[config.mk]
export PLATFORM = sky130hd
export DESIGN_NAME = multicycle_control_unit
export DESIGN_NICKNAME = d
export VERILOG_FILES = /design/src/rtl/multicycle_control_unit.sv
export SDC_FILE = /design/constraint.sdc
export NUM_CORES = 1
export LEC_CHECK = 0
export CORE_UTILIZATION = 31
export CTS_BUF_LIST = sky130_fd_sc_hd__clkbuf_4 sky130_fd_sc_hd__clkbuf_8
export DETAILED_ROUTE_END_ITERATION = 7
export SYNTH_ARGS = -nofsm -noshare
export SYNTH_HDL_FRONTEND = slang
export SYNTH_SLANG_ARGS = --single-unit
[constraint.sdc]
create_clock -name clk_i -period 3.3 [get_ports clk_i]
set_input_delay 0.99 -clock clk_i [delete_from_list [all_inputs] [get_ports clk_i]]
set_output_delay 0.99 -clock clk_i [all_outputs]
set_load 0.05 [all_outputs]
[src/rtl/multicycle_control_unit.sv]
// multicycle_control_unit: Moore FSM sequencing a multicycle RV32I datapath, with retired-instruction counter
module multicycle_control_unit #(
   parameter bit MEM_HANDSHAKE = 1'b1,
   parameter bit ILLEGAL_HALT  = 1'b1,
   parameter int CNT_W         = 32
) (
   input  logic             clk_i,
   input  logic             rst_n_i,
   input  logic [6:0]       opcode_i,
   input  logic [2:0]       funct_3_i,
   input  logic             mem_ready_i,
   output logic             pc_wr_en_o,
   output logic             adr_src_o,
   output logic             ir_wr_en_o,
   output logic             mem_rd_en_o,
   output logic             mem_wr_en_o,
   output logic             reg_wr_en_o,
   output logic [2:0]       imm_src_o,
   output logic [1:0]       alu_src_a_o,
   output logic [1:0]       alu_src_b_o,
   output logic [1:0]       result_src_o,
   output logic [1:0]       alu_op_o,
   output logic             branch_o,
   output logic             illegal_instr_o,
   output logic             retire_o,
   output logic [CNT_W-1:0] instr_count_o,
   output logic [3:0]       state_o
);
   localparam logic [6:0] OP_LOAD  = 7'b0000011;
   localparam logic [6:0] OP_STORE = 7'b0100011;
   localparam logic [6:0] OP_R     = 7'b0110011;
   localparam logic [6:0] OP_I     = 7'b0010011;
   localparam logic [6:0] OP_BR    = 7'b1100011;
   localparam logic [6:0] OP_JAL   = 7'b1101111;
   localparam logic [6:0] OP_JALR  = 7'b1100111;
   localparam logic [6:0] OP_LUI   = 7'b0110111;
   localparam logic [6:0] OP_AUIPC = 7'b0010111;
   typedef enum logic [3:0] {
      FETCH, DECODE, MEM_ADR, MEM_READ, MEM_WB, MEM_WRITE, EXEC_R, EXEC_I,
      ALU_WB, BRANCH, JAL, JALR, JALR_LINK, LUI, AUIPC, ILLEGAL
   } state_t;
   state_t state, next;
   logic ready, is_store, is_shift;
   assign ready    = mem_ready_i || !MEM_HANDSHAKE;
   assign is_store = opcode_i == OP_STORE;
   assign is_shift = funct_3_i == 3'b001 || funct_3_i == 3'b101;
   assign state_o  = state;
   assign retire_o = state == MEM_WB || state == ALU_WB || state == BRANCH || (state == MEM_WRITE && ready);
   // next-state selection; memory states wait on ready, DECODE dispatches on opcode
   always_comb begin
      next = state;
      case (state)
         FETCH:     next = ready ? DECODE : FETCH;
         DECODE:
            case (opcode_i)
               OP_LOAD, OP_STORE: next = MEM_ADR;
               OP_R:              next = EXEC_R;
               OP_I:              next = EXEC_I;
               OP_BR:             next = BRANCH;
               OP_JAL:            next = JAL;
               OP_JALR:           next = JALR;
               OP_LUI:            next = LUI;
               OP_AUIPC:          next = AUIPC;
               default:           next = ILLEGAL;
            endcase
         MEM_ADR:   next = is_store ? MEM_WRITE : MEM_READ;
         MEM_READ:  next = ready ? MEM_WB : MEM_READ;
         MEM_WRITE: next = ready ? FETCH : MEM_WRITE;
         EXEC_R, EXEC_I, JAL, JALR_LINK, LUI, AUIPC: next = ALU_WB;
         JALR:      next = JALR_LINK;
         MEM_WB, ALU_WB, BRANCH: next = FETCH;
         ILLEGAL:   next = ILLEGAL_HALT ? ILLEGAL : FETCH;
         default:   next = FETCH;
      endcase
   end
   // datapath controls decoded from the current state; unlisted fields stay 0
   always_comb begin
      pc_wr_en_o      = 1'b0;
      adr_src_o       = 1'b0;
      ir_wr_en_o      = 1'b0;
      mem_rd_en_o     = 1'b0;
      mem_wr_en_o     = 1'b0;
      reg_wr_en_o     = 1'b0;
      imm_src_o       = 3'b000;
      alu_src_a_o     = 2'b00;
      alu_src_b_o     = 2'b00;
      result_src_o    = 2'b00;
      alu_op_o        = 2'b00;
      branch_o        = 1'b0;
      illegal_instr_o = 1'b0;
      case (state)
         FETCH: begin
            mem_rd_en_o  = 1'b1;
            alu_src_b_o  = 2'b10;
            result_src_o = 2'b10;
            ir_wr_en_o   = ready;
            pc_wr_en_o   = ready;
         end
         DECODE: begin
            alu_src_a_o = 2'b01;
            alu_src_b_o = 2'b01;
            imm_src_o   = opcode_i == OP_JAL ? 3'b100 : 3'b010;
         end
         MEM_ADR: begin
            alu_src_a_o = 2'b10;
            alu_src_b_o = 2'b01;
            imm_src_o   = is_store ? 3'b001 : 3'b000;
         end
         MEM_READ: begin
            adr_src_o   = 1'b1;
            mem_rd_en_o = 1'b1;
         end
         MEM_WB: begin
            result_src_o = 2'b01;
            reg_wr_en_o  = 1'b1;
         end
         MEM_WRITE: begin
            adr_src_o   = 1'b1;
            mem_wr_en_o = 1'b1;
         end
         EXEC_R: begin
            alu_src_a_o = 2'b10;
            alu_op_o    = 2'b10;
         end
         EXEC_I: begin
            alu_src_a_o = 2'b10;
            alu_src_b_o = 2'b01;
            alu_op_o    = 2'b10;
            imm_src_o   = is_shift ? 3'b101 : 3'b000;
         end
         ALU_WB: reg_wr_en_o = 1'b1;
         BRANCH: begin
            alu_src_a_o = 2'b10;
            alu_op_o    = 2'b01;
            branch_o    = 1'b1;
         end
         JAL: begin
            alu_src_a_o = 2'b01;
            alu_src_b_o = 2'b10;
            pc_wr_en_o  = 1'b1;
         end
         JALR: begin
            alu_src_a_o  = 2'b10;
            alu_src_b_o  = 2'b01;
            result_src_o = 2'b10;
            pc_wr_en_o   = 1'b1;
         end
         JALR_LINK: begin
            alu_src_a_o = 2'b01;
            alu_src_b_o = 2'b10;
         end
         LUI: begin
            alu_src_b_o = 2'b01;
            imm_src_o   = 3'b011;
            alu_op_o    = 2'b11;
         end
         AUIPC: begin
            alu_src_a_o = 2'b01;
            alu_src_b_o = 2'b01;
            imm_src_o   = 3'b011;
         end
         ILLEGAL: illegal_instr_o = 1'b1;
         default: ;
      endcase
   end
   // state and retired-instruction counter; reset abandons any in-flight access
   always_ff @(posedge clk_i or negedge rst_n_i) begin
      if (!rst_n_i) begin
         state         <= FETCH;
         instr_count_o <= '0;
      end else begin
         state <= next;
         if (retire_o) instr_count_o <= instr_count_o + CNT_W'(1);
      end
   end
endmodule

======== Word level (Yosys, flattened, before mapping) ========
Cells that the tools add are included.
word-level totals
  bits in registers ....................... 36
  bits in latches ......................... 0
  bits in writable memories ............... 0
  memory bits (read-only) ................. 0
  output and inout bits ................... 56
  word-level logic and storage cells ...... 71
  memories ................................ 0
operators by class
  add/subtract/negate cells ............... 1
  $mul .................................... 0
  divide/modulo/power cells ............... 0
  magnitude comparators ................... 0
  equal/unequal tests ..................... 26
  shift operators ......................... 0
  multiplexer cells ....................... 22
  bitwise operators ....................... 0
  reduce and logical (&&, ||, !) cells .... 20
operators by type and width
  operator                                        number
  case mux 4 bit (9 select lines)                 1
  adder 32 x 1 -> 32 bit (second input constant)  1
  == test 4 bit (second input constant)           8
  case mux 4 bit (8 select lines)                 1
  == test 7 x 6 -> 1 bit (second input constant)  3
  == test 7 bit (second input constant)           3
  == test 4 x 3 -> 1 bit (second input constant)  4
  OR reduction 2 bit                              8
  two-way mux 3 bit                               5
  == test 7 x 5 -> 1 bit (second input constant)  2
  case mux 2 bit (2 select lines)                 3
  case mux 3 bit (4 select lines)                 1
  OR reduction 6 bit                              2
  two-way mux 1 bit                               9
  == test 4 x 2 -> 1 bit (second input constant)  2
  == test 7 x 2 -> 1 bit (second input constant)  1
  case mux 2 bit (3 select lines)                 1
  OR reduction 3 bit                              2
  OR reduction 5 bit                              1
  == test 4 x 1 -> 1 bit (second input constant)  1
  logical NOT 4 bit                               1
  logical OR 1 bit                                4
  OR reduction 4 bit                              1
  == test 3 x 1 -> 1 bit (second input constant)  1
  other kinds (3)                                 3

======== Depth between registers and ports, before layout ========
Gate-level depths: netlist (run 1).
  word-level depth ........................ 4
  gate-level depth with buffers ........... 7

======== Least setup slack after synthesis (run 1) ========
OpenSTA, ideal clock, no wires.
  path type ............................... input to output
  from .................................... in opcode_i[5]
  to ...................................... out imm_src_o[2]
  arrival time ............................ 2.873 ns
  path slack .............................. -0.563 ns
  cell stages on the path ................. 4
  cells stage by stage .................... inv_1 or4_1 o31a_1 nor3_1
between the ends
  longest elaborated chain between the ends .. 3
RTL lines
  what                             line  text
  from (decl)                      9     input logic [6:0] opcode_i,
  == test 7 bit                    102   imm_src_o = opcode_i == OP_JAL ? 3'b100 : 3'b010;
  two-way mux 3 bit                102
  case mux 3 bit (4 select lines)  91    case (state)
  to (decl)                        18    output logic [2:0] imm_src_o,
No other way between the ends.

======== Final worst setup path (run 1) ========
  from .................................... in opcode_i[6]
  to ...................................... out imm_src_o[2]
The elaborated chain is that of the path after synthesis.

==> PnR_summary.wiki, run 1 <==
{| class="wikitable"
! Metric !! Value
|-
| Commonest non-fill, non-tap cells in the layout || sky130_fd_sc_hd__clkdlybuf4s50_1 (43), sky130_fd_sc_hd__dfrtp_1 (36), sky130_fd_sc_hd__buf_4 (28)
|-
| Final core utilization || 0.483
|-
| Kind of path behind the tightest hold check || flop to flop
|-
| GR Layer Usage met3 || 0.0492
|-
| Largest net degree at the start of global routing || 37
|-
| Clock Pin Slew Worst Setup and Hold Paths || 0.08 ns
|-
| Cell chosen for the clock root || sky130_fd_sc_hd__clkbuf_8
|-
| Detail-routed net length per standard cell || roughly 14 um
|-
| Final sum of negative setup slack || 0 ns
|-
| CTS tree || built
|-
| Met2 usage || 0.256
|-
| Most common library cell in the layout ignoring fill and taps || sky130_fd_sc_hd__clkdlybuf4s50_1
|-
| Clk network pwr share || 0.125
|-
| Rel. slew slack || 0.473
|-
| Area enclosed by the die boundary || between 0.007 and 0.008 mm2
|-
| Worst-Margin Slew || 0.791 ns
|-
| Total of fill cells in the finished design || between 600 and 700
|-
| Reg2reg path depth || 6
|-
| Wire length after detailed routing || 5.49 mm
|-
| Proportion of layout cells with a drive suffix above 1 || 0.203
|-
| Time the final worst path needs with I/O delays and setup || ~3.3 ns
|-
| Residual DRC count || 6
|-
| Gpl congestion || approximately 0.85
|-
| Vias || about 2,000
|-
| Cells on Worst Hold Path || 1
|-
| Final number of hold-violating endpoints || 0
|-
| Number of clock buffers inserted by TritonCTS || 5
|-
| Final-report max-slew violation count || 0
|-
| Outcome || finished with violations
|-
| Diode count || 0
|-
| Reg-to-reg slack, setup || ~1.2 ns
|-
| Violations in the final reports || design-rule violations
|-
| Endpoint, Worst Hold || instr_count_o[31]$_DFFE_PN0P_
|-
| Number of ports placed on the die boundary || a little under 70
|-
| Width of the die || around 84 um
|-
| CP arrival || roughly 2.3 ns
|-
| Hold-fix buffer count after cts || 0
|-
| Count of non-filler cells in the finished layout || 387
|-
| Number of synthesized flops with an enable pin || 0
|-
| Area after detailed placement || 0.00300 mm2
|-
| Nature of the critical path endpoint || output port
|-
| Initial antenna violation count || 0
|-
| Area Overhead vs Synth || 48.5%
|-
| Post-Place Cells || 378
|-
| Post-route standard cell area excluding fillers || 0.00312 mm2
|-
| Height of the die || between 80 and 90 um
|-
| Critical-path maximum fanout || 3
|-
| Antenna Violating Nets Remaining || 0
|-
| Clock insertion delay at the later pin of the skew report || roughly 0.29 ns
|-
| Number of optimization iterations in the first detailed-route pass || 8
|-
| Beginning of the worst hold path || instr_count_o[31]$_DFFE_PN0P_
|-
| Cell area after technology mapping || 0.00210 mm2
|-
| Pwr dens || between 800 and 900 mW/mm2
|-
| Synth Warn # || 0
|-
| Number of placement rows || 29
|-
| Global-route layer with the greatest usage || met2
|-
| Net count after synthesis || around 240
|-
| Setup repair after global routing missed its margin || true
|-
| Effective utilization at floorplan || 0.325
|-
| Static leakage power || approximately 0.0014 uW
|-
| Max Cap Viol || 0
|-
| Buffer depth of the longest clock path || 2
|-
| Flip-flop cell with the highest count after synthesis || sky130_fd_sc_hd__dfrtp_1
|-
| Net Sw Frac || 0.510
|-
| Vias in the first global route || 1,904
|-
| Reg-to-reg endpoint || instr_count_o[27]$_DFFE_PN0P_
|-
| Synthesized netlist cell count || between 200 and 250
|-
| Net Sw Power || 1330 uW
|-
| Max frequency || between 300 and 400 MHz
|-
| Total of endpoints with negative setup slack in the final report || 0
|-
| Core area || roughly 0.0065 mm2
|-
| Count of different cell masters after synthesis || 44
|-
| Number of clock sinks seen by CTS || 36
|-
| Initial DRC count || 117
|-
| Final worst path period share || 0.990
|-
| Seq/Total Area, Yosys || 0.429
|-
| Global-route wire length before repair || around 9.0 mm
|-
| Via-to-Cell Ratio || between 5 and 6
|-
| Setup crit start kind || input pin
|-
| Beginning of the worst register-to-register path || state_o[1]$_DFF_PN0_
|-
| Post-synthesis sequential element count || 36
|-
| Met1 layer usage reported by global route || 0.206
|-
| WS Path Type || input pin to output port
|-
| Worst-case vdd ir drop || about 0.73 mV
|-
| Data required, critical path || between 2 and 2.5 ns
|-
| Final Total Pwr || 2600 uW
|-
| Reg power frac || 0.234
|-
| Syn avg cell area || around 9.3 um2
|-
| Final #Nets || between 300 and 400
|-
| Layout Skew || approximately 0.0082 ns
|-
| Ys async rst share || 1.00
|-
| Congestion Overflow GR || 0
|-
| H-tree depth reported by CTS || 2
|-
| Count of input and output buffers || between 60 and 70
|-
| Dpl hpwl || 4.05 mm
|-
| All-Layer GR Usage || 0.159
|-
| Comb power frac || 0.641
|-
| P_int || around 1300 uW
|}
[cell families after synthesis]
logic type / after synthesis / share of synthesized area
mux: 2 / 0.0101
buf+inv: 15 / 0.0346
fa+ha+maj: 1 / 0.00596
compound gates: 28 / 0.0906
xor+xnor: 34 / 0.142
flops: 36 / 0.429
simple gates: 109 / 0.288
[worst max-delay path by stage]
| stage | from | endpoint | slack [ns] | cells after the start |
|---|---|---|---|---|
| 2_1_floorplan | opcode_i[5] | imm_src_o[2] | -0.14 | 4 |
| 3_3_place_gp | opcode_i[5] | imm_src_o[2] | -0.39 | 6 |
| 3_5_place_dp | opcode_i[0] | imm_src_o[2] | -0.39 | 6 |
| 4_1_cts | opcode_i[6] | imm_src_o[2] | -0.09 | 6 |
| 5_1_grt | opcode_i[6] | imm_src_o[2] | -0.03 | 6 |
| 6_report | opcode_i[6] | imm_src_o[2] | 0.03 | 6 |
[routing by layer]
metal,part of all wire,up-vias,wire (um)
met3,0.080,4,441
met1,0.45,950,2450
li1,-,973,-
met5,0,-,0
met4,0.0069,0,38
met2,0.47,79,2560
[power groups by stage]
stage	Sequential (uW)	Clock, uW	Combinational, uW
final	608	324	1670
after global routing	624	356	1750
after CTS	610	331	1670
after detailed placement	616	0	1660
after global placement	619	0	1660
after floorplan	826	0	864
[cells in the mapped netlist, types with 2 or more instances]
cell | count | share of area
sky130_fd_sc_hd__xnor2_1 | 22 | 0.092
sky130_fd_sc_hd__nor4_1 | 2 | 0.0060
sky130_fd_sc_hd__nand2_1 | 21 | 0.038
sky130_fd_sc_hd__nor3_1 | 14 | 0.033
sky130_fd_sc_hd__a21o_1 | 2 | 0.0071
sky130_fd_sc_hd__clkbuf_1 | 6 | 0.011
sky130_fd_sc_hd__or4_1 | 2 | 0.0071
sky130_fd_sc_hd__nor2b_1 | 4 | 0.012
sky130_fd_sc_hd__nor2_1 | 14 | 0.025
sky130_fd_sc_hd__and4_1 | 4 | 0.017
sky130_fd_sc_hd__and2_1 | 3 | 0.0089
sky130_fd_sc_hd__and3_1 | 9 | 0.027
sky130_fd_sc_hd__nand2b_1 | 2 | 0.0060
sky130_fd_sc_hd__inv_1 | 6 | 0.011
sky130_fd_sc_hd__o21ai_0 | 6 | 0.014
sky130_fd_sc_hd__xor2_1 | 12 | 0.050
sky130_fd_sc_hd__dfrtp_1 | 36 | 0.43
sky130_fd_sc_hd__nand4_1 | 13 | 0.039
sky130_fd_sc_hd__nand3_1 | 12 | 0.029
sky130_fd_sc_hd__buf_6 | 2 | 0.011
sky130_fd_sc_hd__a221o_1 | 2 | 0.0095
sky130_fd_sc_hd__a21oi_1 | 8 | 0.019
sky130_fd_sc_hd__nand4b_1 | 2 | 0.0083
[flip-flops by register name, indices dropped and copies added (netlist names)]
name,count
state_o,4
instr_count_o,32
[critical path: stages]
cell	delay (ns)
sky130_fd_sc_hd__buf_6	0.07
sky130_fd_sc_hd__nand3_2	0.06
sky130_fd_sc_hd__or4_4	0.53
sky130_fd_sc_hd__o31a_1	0.26
sky130_fd_sc_hd__nor3_2	0.16
sky130_fd_sc_hd__clkbuf_16	0.20
[per-stage QoR]
step	setup slack, ns	hold WS, ns
finish	0.0321	0.471
global route	-0.0277	0.488
detailed placement	-0.394	0.463
global placement	-0.389	0.459
CTS	-0.0940	0.474
floorplan	-0.140	0.694
[layout make-up]
type	instances	area [um2]	share of cell area
clock buffer	6	82.6	0.0265
clock inverter	2	10.0	0.00321
inverter	6	22.5	0.00723
multi-input combinational	174	1160	0.373
sequential	36	901	0.289
tap	77	96.3	0.0309
timing repair buffer	86	842	0.270
[repair_timing]
| action | 4_1_cts | 5_1_grt |
|---|---|---|
| setup endpoints to repair | 3 | 3 |
| gates cloned | 0 | 0 |
| buffers inserted | 1 | 0 |
| endpoints found under the hold margin | 0 | 0 |
| pin swaps | 4 | 2 |
| gates resized for setup | 32 | 4 |
No activity file was read; power rests on OpenSTA's default activity.
==> run 2, diff against run 1 <==
--- a/config.mk
+++ b/config.mk
@@ -8,6 +8,7 @@
 export CORE_UTILIZATION = 31
 export CTS_BUF_LIST = sky130_fd_sc_hd__clkbuf_4 sky130_fd_sc_hd__clkbuf_8
 export DETAILED_ROUTE_END_ITERATION = 7
+export SETUP_SLACK_MARGIN = 0.05
 export SYNTH_ARGS = -nofsm -noshare
 export SYNTH_HDL_FRONTEND = slang
 export SYNTH_SLANG_ARGS = --single-unit
==> run 2 against run 1 <==
Net effect: the run still ends with design-rule violations left; critical path depth did not move; combinational power hardly changed; setup slack better by 0.024 ns; largest cell class unchanged; critical path type unchanged; final area is 1.1% higher; highest routed layer unchanged.
==> PnR_summary.wiki, run 2 (synthesis gave the netlist of run 1 again) <==
{| class="wikitable"
! Metric !! Value
|-
| Final #Nets || 324
|-
| Violations in the final reports || design-rule violations
|-
| Number of placement rows || 29
|-
| All-Layer GR Usage || 0.163
|-
| Rel. slew slack || 0.465
|-
| Worst-Margin Slew || approximately 0.8 ns
|-
| Largest net degree at the start of global routing || 37
|-
| Setup crit start kind || input pin
|-
| Antenna Violating Nets Remaining || 0
|-
| H-tree depth reported by CTS || 2
|-
| Congestion Overflow GR || 0
|-
| Area after detailed placement || between 0.002 and 0.003 mm2
|-
| Gpl congestion || roughly 0.82
|-
| Critical-path maximum fanout || 3
|-
| Global-route wire length before repair || slightly above 9 mm
|-
| Residual DRC count || 14
|-
| Time the final worst path needs with I/O delays and setup || ~3.2 ns
|-
| Initial antenna violation count || 0
|-
| Buffer depth of the longest clock path || 2
|-
| Setup repair after global routing missed its margin || true
|-
| Diode count || 0
|-
| Effective utilization at floorplan || 0.325
|-
| Data required, critical path || about 2.3 ns
|-
| CTS tree || built
|-
| Detail-routed net length per standard cell || 14.0 um
|-
| Number of clock sinks seen by CTS || 36
|-
| Proportion of layout cells with a drive suffix above 1 || 0.219
|-
| Area used by multi-input combinational logic || approximately 0.0012 mm2
|-
| Width of the die || about 84 um
|-
| Clock Pin Slew Worst Setup and Hold Paths || 0.08 ns
|-
| Final worst path period share || 0.983
|-
| Minimum setup slack in the final design || ~0.057 ns
|-
| CP arrival || ~2.3 ns
|-
| Setup Slack @ Placement || -0.423 ns
|-
| Dpl hpwl || ~4 mm
|-
| Worst-case vdd ir drop || between 0.5 and 0.6 mV
|-
| Clock insertion delay at the later pin of the skew report || a little under 0.3 ns
|-
| Layout Skew || 0.0105 ns
|-
| Max FFs per register || 32
|-
| Initial DRC count || 89
|-
| Cell chosen for the clock root || sky130_fd_sc_hd__clkbuf_8
|-
| Vias || around 2,000
|-
| Wire length after detailed routing || 5.44 mm
|-
| Clk network pwr share || 0.145
|-
| Commonest non-fill, non-tap cells in the layout || sky130_fd_sc_hd__clkdlybuf4s50_1 (43), sky130_fd_sc_hd__dfrtp_1 (36), sky130_fd_sc_hd__buf_4 (30)
|-
| Area Overhead vs Synth || 50.1%
|-
| Static leakage power || 0.00137 uW
|-
| Reg power frac || 0.226
|-
| Net Sw Power || roughly 1300 uW
|-
| Hold-fix buffer count after cts || 0
|-
| Height of the die || roughly 84 um
|-
| Number of optimization iterations in the first detailed-route pass || 7
|-
| Vias in the first global route || slightly below 2,000
|-
| Count of non-filler cells in the finished layout || 388
|-
| Final-report max-slew violation count || 0
|-
| Count of input and output buffers || 67
|-
| Max frequency || between 300 and 400 MHz
|-
| WS Path Type || input pin to output port
|-
| Post-Place Cells || ~380
|-
| Total of fill cells in the finished design || 622
|-
| Pwr dens || about 850 mW/mm2
|-
| Cells on Worst Hold Path || 1
|-
| Via-to-Cell Ratio || between 5 and 6
|-
| Register containing the most flip-flops in the final layout || instr_count_o
|-
| Most common library cell in the layout ignoring fill and taps || sky130_fd_sc_hd__clkdlybuf4s50_1
|-
| Nature of the critical path endpoint || output port
|-
| Kind of path behind the tightest hold check || flop to flop
|-
| Area enclosed by the die boundary || ~0.0071 mm2
|-
| Max Cap Viol || 0
|-
| Outcome || finished with violations
|-
| Core area || between 0.006 and 0.007 mm2
|-
| Final number of hold-violating endpoints || 0
|-
| Post-route standard cell area excluding fillers || around 0.0032 mm2
|-
| Number of clock buffers inserted by TritonCTS || 5
|-
| Total of endpoints with negative setup slack in the final report || 0
|-
| Number of ports placed on the die boundary || between 60 and 70
|-
| P_int || roughly 1300 uW
|-
| Net Sw Frac || 0.502
|-
| Comb power frac || 0.629
|-
| Reg2reg path depth || 6
|-
| Storage element area || about 900 um2
|}
## run 2: metal layers
layer | GRT usage | vias up | part of all wire
li1 | - | 976 | -
met1 | 0.199 | 928 | 0.46
met2 | 0.268 | 65 | 0.46
met3 | 0.0560 | 6 | 0.073
met4 | 0.0549 | 0 | 0.014
met5 | 0 | - | 0
## run 2: final timing paths
check / from / slack [ns] / end
hold reg to reg: instr_count_o[31]$_DFFE_PN0P_ / 0.46 / instr_count_o[31]$_DFFE_PN0P_
max in group asynchronous: rst_n_i / 2.01 / instr_count_o[9]$_DFFE_PN0P_
hold / removal: instr_count_o[31]$_DFFE_PN0P_ / 0.46 / instr_count_o[31]$_DFFE_PN0P_
setup reg to reg: state_o[1]$_DFF_PN0_ / 1.22 / instr_count_o[31]$_DFFE_PN0P_
setup / recovery: opcode_i[3] / 0.06 / imm_src_o[2]
min in group asynchronous: rst_n_i / 0.78 / instr_count_o[28]$_DFFE_PN0P_
## run 2: layout make-up
type | instances | area share
multi-input cells | 174 | 0.374
flip-flops and latches | 36 | 0.286
repair buffers | 87 | 0.267
well taps | 77 | 0.0306
clock buffers | 5 | 0.0218
clock inverters | 3 | 0.0135
inverters | 6 | 0.00715
## run 2: worst max-delay path, cell delays in order
cell	delay, ns
sky130_fd_sc_hd__buf_8	0.07
sky130_fd_sc_hd__nand3_2	0.07
sky130_fd_sc_hd__or4_4	0.53
sky130_fd_sc_hd__o31a_1	0.28
sky130_fd_sc_hd__nor3_4	0.15
sky130_fd_sc_hd__buf_12	0.16
## run 2: metrics by stage
stage          utilization  setup TNS, ns  total power, uW  hold slack, ns
5_1_grt              0.488       -0.00280             2800           0.497
4_1_cts              0.485        -0.0796             2670           0.472
2_1_floorplan            -         -0.140             1690           0.694
3_3_place_gp         0.462          -1.01             2270           0.457
6_report             0.488              0             2660           0.464
3_5_place_dp         0.462          -1.05             2270           0.457
## run 2: what timing repair did
action,in CTS,in global routing
resized for setup,34,7
buffers inserted,3,1
setup endpoints to repair,3,3
pin swaps,5,5
## run 2: power groups by stage
stage	clock network, uW	registers [uW]	logic, uW
finish	386	601	1680
global route	416	615	1770
CTS	399	602	1670
detailed placement	0	608	1670
global placement	0	609	1660
floorplan	0	826	869
==> run 3, diff against run 2 <==
--- a/config.mk
+++ b/config.mk
@@ -5,6 +5,7 @@
 export SDC_FILE = /design/constraint.sdc
 export NUM_CORES = 1
 export LEC_CHECK = 0
+export CAP_MARGIN = 20
 export CORE_UTILIZATION = 31
 export CTS_BUF_LIST = sky130_fd_sc_hd__clkbuf_4 sky130_fd_sc_hd__clkbuf_8
 export DETAILED_ROUTE_END_ITERATION = 7
==> constraint.sdc (replaced) <==
create_clock -name clk_i -period 2.8 [get_ports clk_i]
set_input_delay 0.84 -clock clk_i [delete_from_list [all_inputs] [get_ports clk_i]]
set_output_delay 0.84 -clock clk_i [all_outputs]
set_load 0.05 [all_outputs]
==> run 3 against run 2 <==
Net effect: the run ends with design-rule violations, negative setup slack left; worst hold slack improved by 0.0099 ns; clock power rose by 18%; count of clock-buffer cells in the layout rose by 1; combinational power rose by 35%; critical path depth did not move; setup slack got worse by 0.21 ns; flip-flop and latch count did not move; sequential share of layout area fell by 2.0 points; clock skew fell by 0.0031 ns; final cell count rose by 1.0%; register-to-register slack got worse by 0.58 ns.
==> PnR_summary.wiki, run 3 (synthesis gave the netlist of run 1 again) <==
{| class="wikitable"
! Metric !! Value
|-
| Setup repair after global routing missed its margin || true
|-
| Number of placement rows || 29
|-
| Final worst path period share || 1.06
|-
| Met1 layer usage reported by global route || 0.198
|-
| Reg2reg path depth || 6
|-
| Number of cells on the critical path || 6
|-
| Worst-Margin Slew || approximately 0.52 ns
|-
| Kind of path behind the tightest hold check || flop to flop
|-
| WS Path Type || input pin to output port
|-
| Reg-to-reg endpoint || instr_count_o[31]$_DFFE_PN0P_
|-
| Beginning of the worst register-to-register path || state_o[1]$_DFF_PN0_
|-
| Startpoint of the most critical setup path || opcode_i[3]
|-
| Initial antenna violation count || 0
|-
| Number of ports placed on the die boundary || 69
|-
| Antenna Violating Nets Remaining || 0
|-
| Register containing the most flip-flops in the final layout || instr_count_o
|-
| CP arrival || ~2.1 ns
|-
| Wire length after detailed routing || 5.42 mm
|-
| Worst setup endpoint || imm_src_o[2]
|-
| Area Overhead vs Synth || 62.2%
|-
| Reg-to-reg slack, setup || ~0.64 ns
|-
| Largest delay contributor family on the critical path || simple AND/OR/NAND/NOR gates
|-
| Setup Slack @ Placement || -0.616 ns
|-
| Largest net degree at the start of global routing || 37
|-
| Global-route layer with the greatest usage || met2
|-
| Congestion Overflow GR || 0
|-
| Residual DRC count || 6
|-
| All-Layer GR Usage || 0.161
|-
| Violations in the final reports || design-rule violations, negative setup slack
|-
| Buffers & Inverters on Critical Path || 2
|-
| Count of input and output buffers || 67
|-
| H-tree depth reported by CTS || 2
|-
| Final-report max-slew violation count || 0
|-
| Width of the die || 84.3 um
|-
| Outcome || finished with violations
|-
| Dpl hpwl || between 4 and 5 mm
|-
| Vias || approximately 2,000
|-
| Final Total Pwr || between 3000 and 4000 uW
|-
| Initial DRC count || 67
|-
| Number of optimization iterations in the first detailed-route pass || 8
|-
| Clock insertion delay at the later pin of the skew report || just under 0.3 ns
|-
| Clock Pin Slew Worst Setup and Hold Paths || 0.07 ns
|-
| Critical Path, Cell by Cell || buf_8 > nand3_2 > or4_4 > o31a_1 > nor3_4 > buf_12
|-
| Most common library cell in the layout ignoring fill and taps || sky130_fd_sc_hd__clkdlybuf4s50_1
|-
| Rel. slew slack || 0.652
|-
| Time the final worst path needs with I/O delays and setup || between 2 and 3 ns
|-
| Commonest non-fill, non-tap cells in the layout || sky130_fd_sc_hd__clkdlybuf4s50_1 (37), sky130_fd_sc_hd__dfrtp_1 (32), sky130_fd_sc_hd__buf_4 (26)
|-
| Diode count || 0
|-
| Total of endpoints with negative setup slack in the final report || 3
|-
| Max stage delay on crit path || between 0.5 and 0.6 ns
|-
| Minimum setup slack in the final design || -0.158 ns
|-
| Nature of the critical path endpoint || output port
|-
| Pwr dens || roughly 1000 mW/mm2
|-
| Buffer depth of the longest clock path || 2
|-
| Master of the slowest instance on the critical path || sky130_fd_sc_hd__or4_4
|-
| Worst-case vdd ir drop || between 0.9 and 1 mV
|-
| Critical-path maximum fanout || 3
|-
| Effective utilization at floorplan || 0.325
|-
| Proportion of layout cells with a drive suffix above 1 || 0.295
|-
| Height of the die || about 84 um
|-
| Setup crit start kind || input pin
|-
| Max FFs per register || 32
|-
| Cell chosen for the clock root || sky130_fd_sc_hd__clkbuf_8
|-
| Number of clock sinks seen by CTS || 36
|-
| Met2 usage || 0.262
|-
| Max Cap Viol || 0
|-
| Final #Nets || about 330
|-
| Detail-routed net length per standard cell || roughly 14 um
|-
| Vias in the first global route || approximately 1,900
|-
| Number of clock buffers inserted by TritonCTS || 5
|-
| Core area || between 0.006 and 0.007 mm2
|-
| Final number of hold-violating endpoints || 0
|-
| GR Layer Usage met3 || 0.0659
|-
| Gpl congestion || 0.784
|-
| Via-to-Cell Ratio || a little over 5
|-
| Layout Skew || between 0.007 and 0.008 ns
|-
| Data required, critical path || between 1.5 and 2 ns
|-
| Global-route wire length before repair || roughly 9.2 mm
|-
| Area enclosed by the die boundary || 0.00711 mm2
|-
| CTS tree || built
|-
| Max frequency || 338 MHz
|-
| Static leakage power || between 0.001 and 0.0015 uW
|-
| Worst hold slack across all endpoints || between 0.4 and 0.5 ns
|}
run 3: changes by cell type in the layout (fill, tap and decap cells not counted), sizes merged:
cell           delta
clkinvlp          -1
buf               +9
clkdlybuf4s50     -6
dlygate4sd2       +1
clkbuf            +1
run 3: stage by stage:
stage,utilization,area [um2],TNS [ns],instances
6_report,0.527,3400,-0.372,392
5_1_grt,0.527,3400,-0.504,392
4_1_cts,0.524,3380,-0.567,392
3_5_place_dp,0.498,3220,-1.71,380
3_3_place_gp,0.498,3220,-1.60,380
2_1_floorplan,-,2180,-0.433,225
run 3: final cells by class:
class / instances / area, um2
well taps: 77 / 96.3
fillers: 591 / 3050
repair buffers: 91 / 1020
clock inverters: 2 / 35.0
multi-input cells: 174 / 1250
inverters: 6 / 22.5
clock buffers: 6 / 76.3
flip-flops and latches: 36 / 906
run 3: routing by layer:
metal | vias up | share of wire
li1 | 981 | -
met1 | 918 | 0.43
met2 | 73 | 0.48
met3 | 3 | 0.091
met4 | 0 | 0.0070
met5 | - | 0
run 3: worst register-to-register path, cell delays in order, from the launching register on:
cell,delay (ns)
sky130_fd_sc_hd__dfrtp_2,0.47
sky130_fd_sc_hd__buf_4,0.24
sky130_fd_sc_hd__nand4b_1,0.19
sky130_fd_sc_hd__nor3_1,0.42
sky130_fd_sc_hd__nand2_1,0.31
sky130_fd_sc_hd__nor3_1,0.29
sky130_fd_sc_hd__xor2_1,0.17
run 3: worst min path at each step:
stage | from | to | slack (ns) | cells past startpoint
after floorplan | rst_n_i | instr_count_o[0]$_DFFE_PN0P_ | 0.54 | 0
after global placement | instr_count_o[31]$_DFFE_PN0P_ | instr_count_o[31]$_DFFE_PN0P_ | 0.47 | 1
after detailed placement | instr_count_o[31]$_DFFE_PN0P_ | instr_count_o[31]$_DFFE_PN0P_ | 0.47 | 1
after CTS | instr_count_o[31]$_DFFE_PN0P_ | instr_count_o[31]$_DFFE_PN0P_ | 0.48 | 1
after global routing | instr_count_o[29]$_DFFE_PN0P_ | instr_count_o[29]$_DFFE_PN0P_ | 0.51 | 1
final | instr_count_o[31]$_DFFE_PN0P_ | instr_count_o[31]$_DFFE_PN0P_ | 0.47 | 1
run 3: where the power goes:
group | leakage (uW) | internal [uW] | switching, uW
clock network | 0.0000586 | 274 | 183
logic | 0.000919 | 934 | 1330
registers | 0.000473 | 605 | 149
run 3: repair_timing:
action | in CTS | in global routing
setup endpoints to repair | 5 | 7
hold buffers | 0 | 0
setup buffers | 4 | 1
pin swaps | 6 | 6
resized for setup | 39 | 12
==> RTL change 1 (config.mk and constraints of run 3) <==
Reset style: synchronous (`rst_n_i`), changed in one clocked block.
--- a/src/rtl/multicycle_control_unit.sv
+++ b/src/rtl/multicycle_control_unit.sv
@@ -164,7 +164,7 @@
       endcase
    end
    // state and retired-instruction counter; reset abandons any in-flight access
-   always_ff @(posedge clk_i or negedge rst_n_i) begin
+   always_ff @(posedge clk_i) begin
       if (!rst_n_i) begin
          state         <= FETCH;
          instr_count_o <= '0;
Check against the original RTL: differs if rst_n_i is asserted again (counterexample within 4 cycles, from zero or initial values and one cycle with rst_n_i low); with rst_n_i held inactive, the same outputs for 10 cycles.
==> RTL change 1 against run 3 <==
- final area is 3.3% higher
- global-route usage is 1.5 points higher
- highest routed layer unchanged
- sequential cell count unchanged
- final cell count rose by 18%
- synthesized area is 0.18% higher
- routed wire length up 12%
- setup slack better by 0.083 ns
- the run still ends with DRC, setup timing left
Power is not compared: it rests on default switching activity, and its combinational part moved more than twofold at a synthesized area within 25%.
==> RTL change 1: results (changes against run 3) <==
| Metric | Value |
|---|---|
| Place WS | `-0.4371 ns (was -0.6162 ns)` |
| Most flops, register | `instr_count_o (unchanged)` |
| Final GP Congestion | `0.7462 (was 0.7837)` |
| Synth Warn # | `0 (unchanged)` |
| Ranking of synthesized cells by area | `dfxtp_1 (34%), a21oi_1 (6.9%), o21ai_0 (5.7%), or3_1 (5.7%), xnor2_1 (5.0%) (was dfrtp_1 (43%), xnor2_1 (9.2%), xor2_1 (5.0%), nand4_1 (3.9%), nand2_1 (3.8%))` |
| Largest net degree at the start of global routing | `35 (was 37)` |
| Final Net Count | `399 (was 328)` |
| Clk pin slew, worst setup/hold paths | `0.08 ns` |
| CTS Buffer Depth | `2 (unchanged)` |
| All-Layer GR Usage | `17.64% (was 16.09%)` |
| CTS buffer count | `5 (unchanged)` |
| Final setup margin | `-0.07565 ns (was -0.1584 ns)` |
| R2R depth | `6 (unchanged)` |
| Routed WL per cell | `13.09 um (was 13.81 um)` |
| Status | `finished with violations (unchanged)` |
| Worst r2r dst | `instr_count_o[31] (unchanged)` |
| R2R Setup Slk | `0.83 ns (was 0.64 ns)` |
| Antenna violations before repair | `0 (unchanged)` |
| Synth async-reset ratio | `0% (was 100.0%)` |
| Most common library cells after synthesis | `dfxtp_1 (36), a21oi_1 (29), nand2_1 (24), nor2_1 (24), o21ai_0 (24) (was dfrtp_1 (36), xnor2_1 (22), nand2_1 (21))` |
| Reg-to-Reg Start | `instr_count_o[12] (was state_o[1])` |
| Max rail drop VDD | `333.3 uV` |
| DP Area | `0.003218 mm2 (was 0.003217 mm2)` |
| Setup violations, final | `1 (was 3)` |
| Crit path from | `opcode_i[2] (was opcode_i[3])` |
| Drt pass-1 iters | `7 (was 8)` |
| Detail Placement HPWL | `4.259 mm (was 4.008 mm)` |
| Sequential-to-total area share from yosys stat | `34.27% (was 42.91%)` |
| Vias in the first global route | `2227 (was 1910)` |
| Critical path data arrival time | `2.04 ns (was 2.12 ns)` |
| H-Tree Depth | `2 (unchanged)` |
| Syn nets | `295 (was 239)` |
| Tightest Pin Transition | `0.5238 ns (was 0.5173 ns)` |
| Netlist cell types | `48 (was 44)` |
| Global-route wire length before repair | `10.25 mm (was 9.183 mm)` |
| Worst setup skew after layout | `0.007147 ns (was 0.007359 ns)` |
| Fillers | `612 (was 591)` |
| Number of diodes | `0 (unchanged)` |
| Drt drc | `2 (was 6)` |
| Failing checks | `DRC, setup timing (unchanged)` |
| Placed Instances | `441 (was 380)` |
| Max reg flops | `32 (unchanged)` |
| Routed via count | `2400 (was 1975)` |
| Max FO, Critical Path | `2 (was 3)` |
| Avg Cell Area, Syn | `7.485 um2 (was 9.331 um2)` |
| DR iter-0 viols | `139 (was 67)` |
| Share of layout cells above drive strength 1 | `27.72% (was 29.52%)` |
| CP endpoint | `imm_src_o[0] (was imm_src_o[2])` |
| Hold Path Class | `register to register (unchanged)` |
| Post-Route WL | `6.062 mm (was 5.415 mm)` |
| Leak pwr | `0.001294 uW` |
RTL change 1: cell types whose count changed after synthesis, sizes merged, moves of 7 or more:
cell | run 3 | this run
nor3 | 14 | 7
dfrtp | 36 | 0
nor2 | 15 | 24
xnor2 | 22 | 12
or3 | 1 | 19
dfxtp | 0 | 36
o21ai | 7 | 24
a21oi | 8 | 29
xor2 | 12 | 1
RTL change 1: logic make-up after synthesis:
| family | count (synthesis) | synth area share, % |
|---|---|---|
| XOR/XNOR | 13 | 5.413 |
| flip-flops | 36 | 34.27 |
| buffers and inverters | 23 | 4.462 |
| multiplexers | 2 | 1.011 |
| AO/OA/AOI/OAI | 72 | 19.34 |
| AND/OR/NAND/NOR | 134 | 34.92 |
| adder cells (fa/ha/maj) | 1 | 0.5948 |
RTL change 1: how the worst min path moves through the flow:
stage / start / end / slack [ns] / cells after the start
floorplan: instr_count_o[31] / instr_count_o[31] / 0.70 / 2
global placement: instr_count_o[31] / instr_count_o[31] / 0.46 / 2
detailed placement: instr_count_o[31] / instr_count_o[31] / 0.48 / 2
CTS: instr_count_o[31] / instr_count_o[31] / 0.49 / 2
global route: instr_count_o[24] / instr_count_o[24] / 0.52 / 2
finish: instr_count_o[31] / instr_count_o[31] / 0.49 / 2
RTL change 1: critical path: stages:
cell and delay, ns:
buf_6 0.09, or3_4 0.40, nor4_4 0.26, a21oi_2 0.11
o221ai_4 0.17, buf_12 0.16
RTL change 1: power by group:
| group | leakage [uW] | switching, uW | internal [uW] |
|---|---|---|---|
| Combinational | 0.000939 | 517 | 366 |
| Clock | 0.0000645 | 191 | 314 |
| Sequential | 0.000291 | 41.7 | 527 |
| Total | 0.00129 | 749 | 1210 |
RTL change 1: final cells by class:
class                      count  area (um2)  area share (%)
sequential                    36       721.9           20.53
clock inverter                 1       30.03          0.8538
clock buffer                   7       96.34           2.739
multi-input combinational    222        1429           40.63
tap                           77       96.34           2.739
timing repair buffer         109        1102           31.34
inverter                      11       41.29           1.174
RTL change 1: per-stage QoR:
stage               hold WS [ns]  setup TNS, ns
global placement          0.4648         -1.193
finish                    0.4878       -0.07565
CTS                       0.4918        -0.1379
detailed placement        0.4771         -1.180
floorplan                 0.7044       -0.04388
global route              0.5229        -0.1232
RTL change 1: repair_timing:
| item | 4_1_cts | 5_1_grt |
|---|---|---|
| resized for setup | 38 | 8 |
| gates cloned | 0 | 0 |
| pin swaps | 12 | 8 |
| endpoints found under the setup margin | 4 | 7 |
| hold endpoints to repair | 0 | 0 |
| buffers inserted | 15 | 1 |
RTL change 1: per-layer routing:
metal  up-vias  global-route usage [%]  routed length (um)
li1       1227                       -                   -
met2        49                   29.21                2855
met1      1116                   23.65                2900
met4         0                   5.547                  87
met3         8                   2.753                 219
met5         -                       0                   0
==> RTL change 2 (settings of run 3) <==
Made on the original files. Change the parameter `ILLEGAL_HALT` from 1'b1 to 1'b0.
--- a/src/rtl/multicycle_control_unit.sv
+++ b/src/rtl/multicycle_control_unit.sv
@@ -1,7 +1,7 @@
 // multicycle_control_unit: Moore FSM sequencing a multicycle RV32I datapath, with retired-instruction counter
 module multicycle_control_unit #(
    parameter bit MEM_HANDSHAKE = 1'b1,
-   parameter bit ILLEGAL_HALT  = 1'b1,
+   parameter bit ILLEGAL_HALT  = 1'b0,
    parameter int CNT_W         = 32
 ) (
    input  logic             clk_i,
Behaviour: not the same (Yosys sat finds a counterexample within 4 cycles, from zero or initial values and one cycle with rst_n_i low).
==> RTL change 2 against run 3 <==
- the flow still finishes with violations (DRC, setup timing)
- setup slack worse by 0.085 ns
- core utilization shrank 1.6 points
- critical endpoint is now imm_src_o[0]
- maximum frequency decreased by 2.8%
- routed wire length down 3.5%
- sequential cell count is the same
- synthesized cell count up 0.44%
- largest cell class unchanged
- synthesized area up 1.1%
- total power shrank 7.3%
- sequential share of layout area increased by 0.52 points
- final area is 2.5% lower
- critical path type unchanged
==> RTL change 2: results (changes against run 3) <==
| Metric | Value |
|---|---|
| Final cell count without fillers | `393 (was 392)` |
| Syn nets | `240 (was 239)` |
| P_comb | `2160 uW (was 2260 uW)` |
| Max rail drop VDD | `591.3 uV (was 959.0 uV)` |
| R2R Setup Slk | `0.87 ns (was 0.64 ns)` |
| Setup violations, final | `1 (was 3)` |
| Final setup margin | `-0.2435 ns (was -0.1584 ns)` |
| Place WS | `-0.6025 ns (was -0.6162 ns)` |
| Ranking of synthesized cells by area | `dfrtp_1 (42%), xnor2_1 (9.1%), xor2_1 (4.1%), nor2_1 (4.1%), nand3_1 (3.5%) (was dfrtp_1 (43%), xnor2_1 (9.2%), xor2_1 (5.0%), nand4_1 (3.9%), nand2_1 (3.8%))` |
| Post-CTS Resized | `25 (was 39)` |
| Avg Cell Area, Syn | `9.390 um2 (was 9.331 um2)` |
| Final Net Count | `330 (was 328)` |
| Critical path data arrival time | `2.20 ns (was 2.12 ns)` |
| Sequential-to-total area share from yosys stat | `42.45% (was 42.91%)` |
| Fin area | `0.003321 mm2 (was 0.003405 mm2)` |
| Switching part of the total | `49.75% (was 47.80%)` |
| Drt drc | `3 (was 6)` |
| Leak pwr | `0.001433 uW (was 0.001451 uW)` |
| Failing checks | `DRC, setup timing (unchanged)` |
| Clock Power | `350 uW (was 457 uW)` |
| Max FO, Critical Path | `2 (was 3)` |
| Hold slack | `0.4712 ns (was 0.4741 ns)` |
| Most common library cells after synthesis | `dfrtp_1 (36), nor2_1 (23), xnor2_1 (22) (was dfrtp_1 (36), xnor2_1 (22), nand2_1 (21))` |
| Routed WL per cell | `13.30 um (was 13.81 um)` |
| Status | `finished with violations (unchanged)` |
| Routed via count | `1963 (was 1975)` |
| DP Area | `0.003183 mm2 (was 0.003217 mm2)` |
| All-Layer GR Usage | `14.77% (was 16.09%)` |
| Fillers | `596 (was 591)` |
| Final GP Congestion | `0.7859 (was 0.7837)` |
| Global-route wire length before repair | `8.507 mm (was 9.183 mm)` |
| Crit path from | `opcode_i[6] (was opcode_i[3])` |
| Share of layout cells above drive strength 1 | `27.85% (was 29.52%)` |
| Placed Instances | `382 (was 380)` |
| DR iter-0 viols | `86 (was 67)` |
## RTL change 2: cell types whose count changed after synthesis, sizes merged, moves of 2 or more
cell,run 3,this run
nor2,15,24
a2111oi,0,4
nor3,14,10
inv,6,3
nand3,12,15
a221o,2,0
and4,4,2
nand2,21,19
nor2b,4,2
nor4b,0,2
xor2,12,10
## RTL change 2: worst reg2reg max path, stage by stage, from the launching register on
cell,delay (ns)
dfrtp_1,0.52
nor2b_1,0.22
o21a_1,0.22
buf_4,0.17
nor4_4,0.37
nand4_1,0.17
xnor2_1,0.15
## RTL change 2: layer usage
layer	up-vias	GRT usage, %	routed length (um)
li1	987	-	-
met1	912	18.41	2384
met2	56	24.91	2501
met3	8	3.933	272
met4	0	4.777	68
met5	-	0	0
## RTL change 2: layout make-up
cell class | count | share of cell area (%)
timing repair buffer | 93 | 29.77
tap | 77 | 2.901
clock inverter | 1 | 0.1507
inverter | 4 | 0.4521
sequential | 36 | 27.13
multi-input combinational | 176 | 37.30
clock buffer | 6 | 2.298
## RTL change 2: worst max path at each step
| stage | end | slack [ns] | cells after the start |
|---|---|---|---|
| 2_1_floorplan | reg_wr_en_o | -0.20 | 3 |
| 3_3_place_gp | imm_src_o[0] | -0.59 | 7 |
| 3_5_place_dp | imm_src_o[0] | -0.60 | 6 |
| 4_1_cts | imm_src_o[0] | -0.38 | 7 |
| 5_1_grt | imm_src_o[0] | -0.27 | 6 |
| 6_report | imm_src_o[0] | -0.24 | 6 |
## RTL change 2: cell families after synthesis
logic type	share of synthesized area, %
AOI/OAI and AO/OA	8.962
xor gates and xnor gates	13.21
adders and majority gates	0.5895
buffers and inverters	2.594
DFF	42.45
muxes	1.533
and+or+nand+nor	30.66
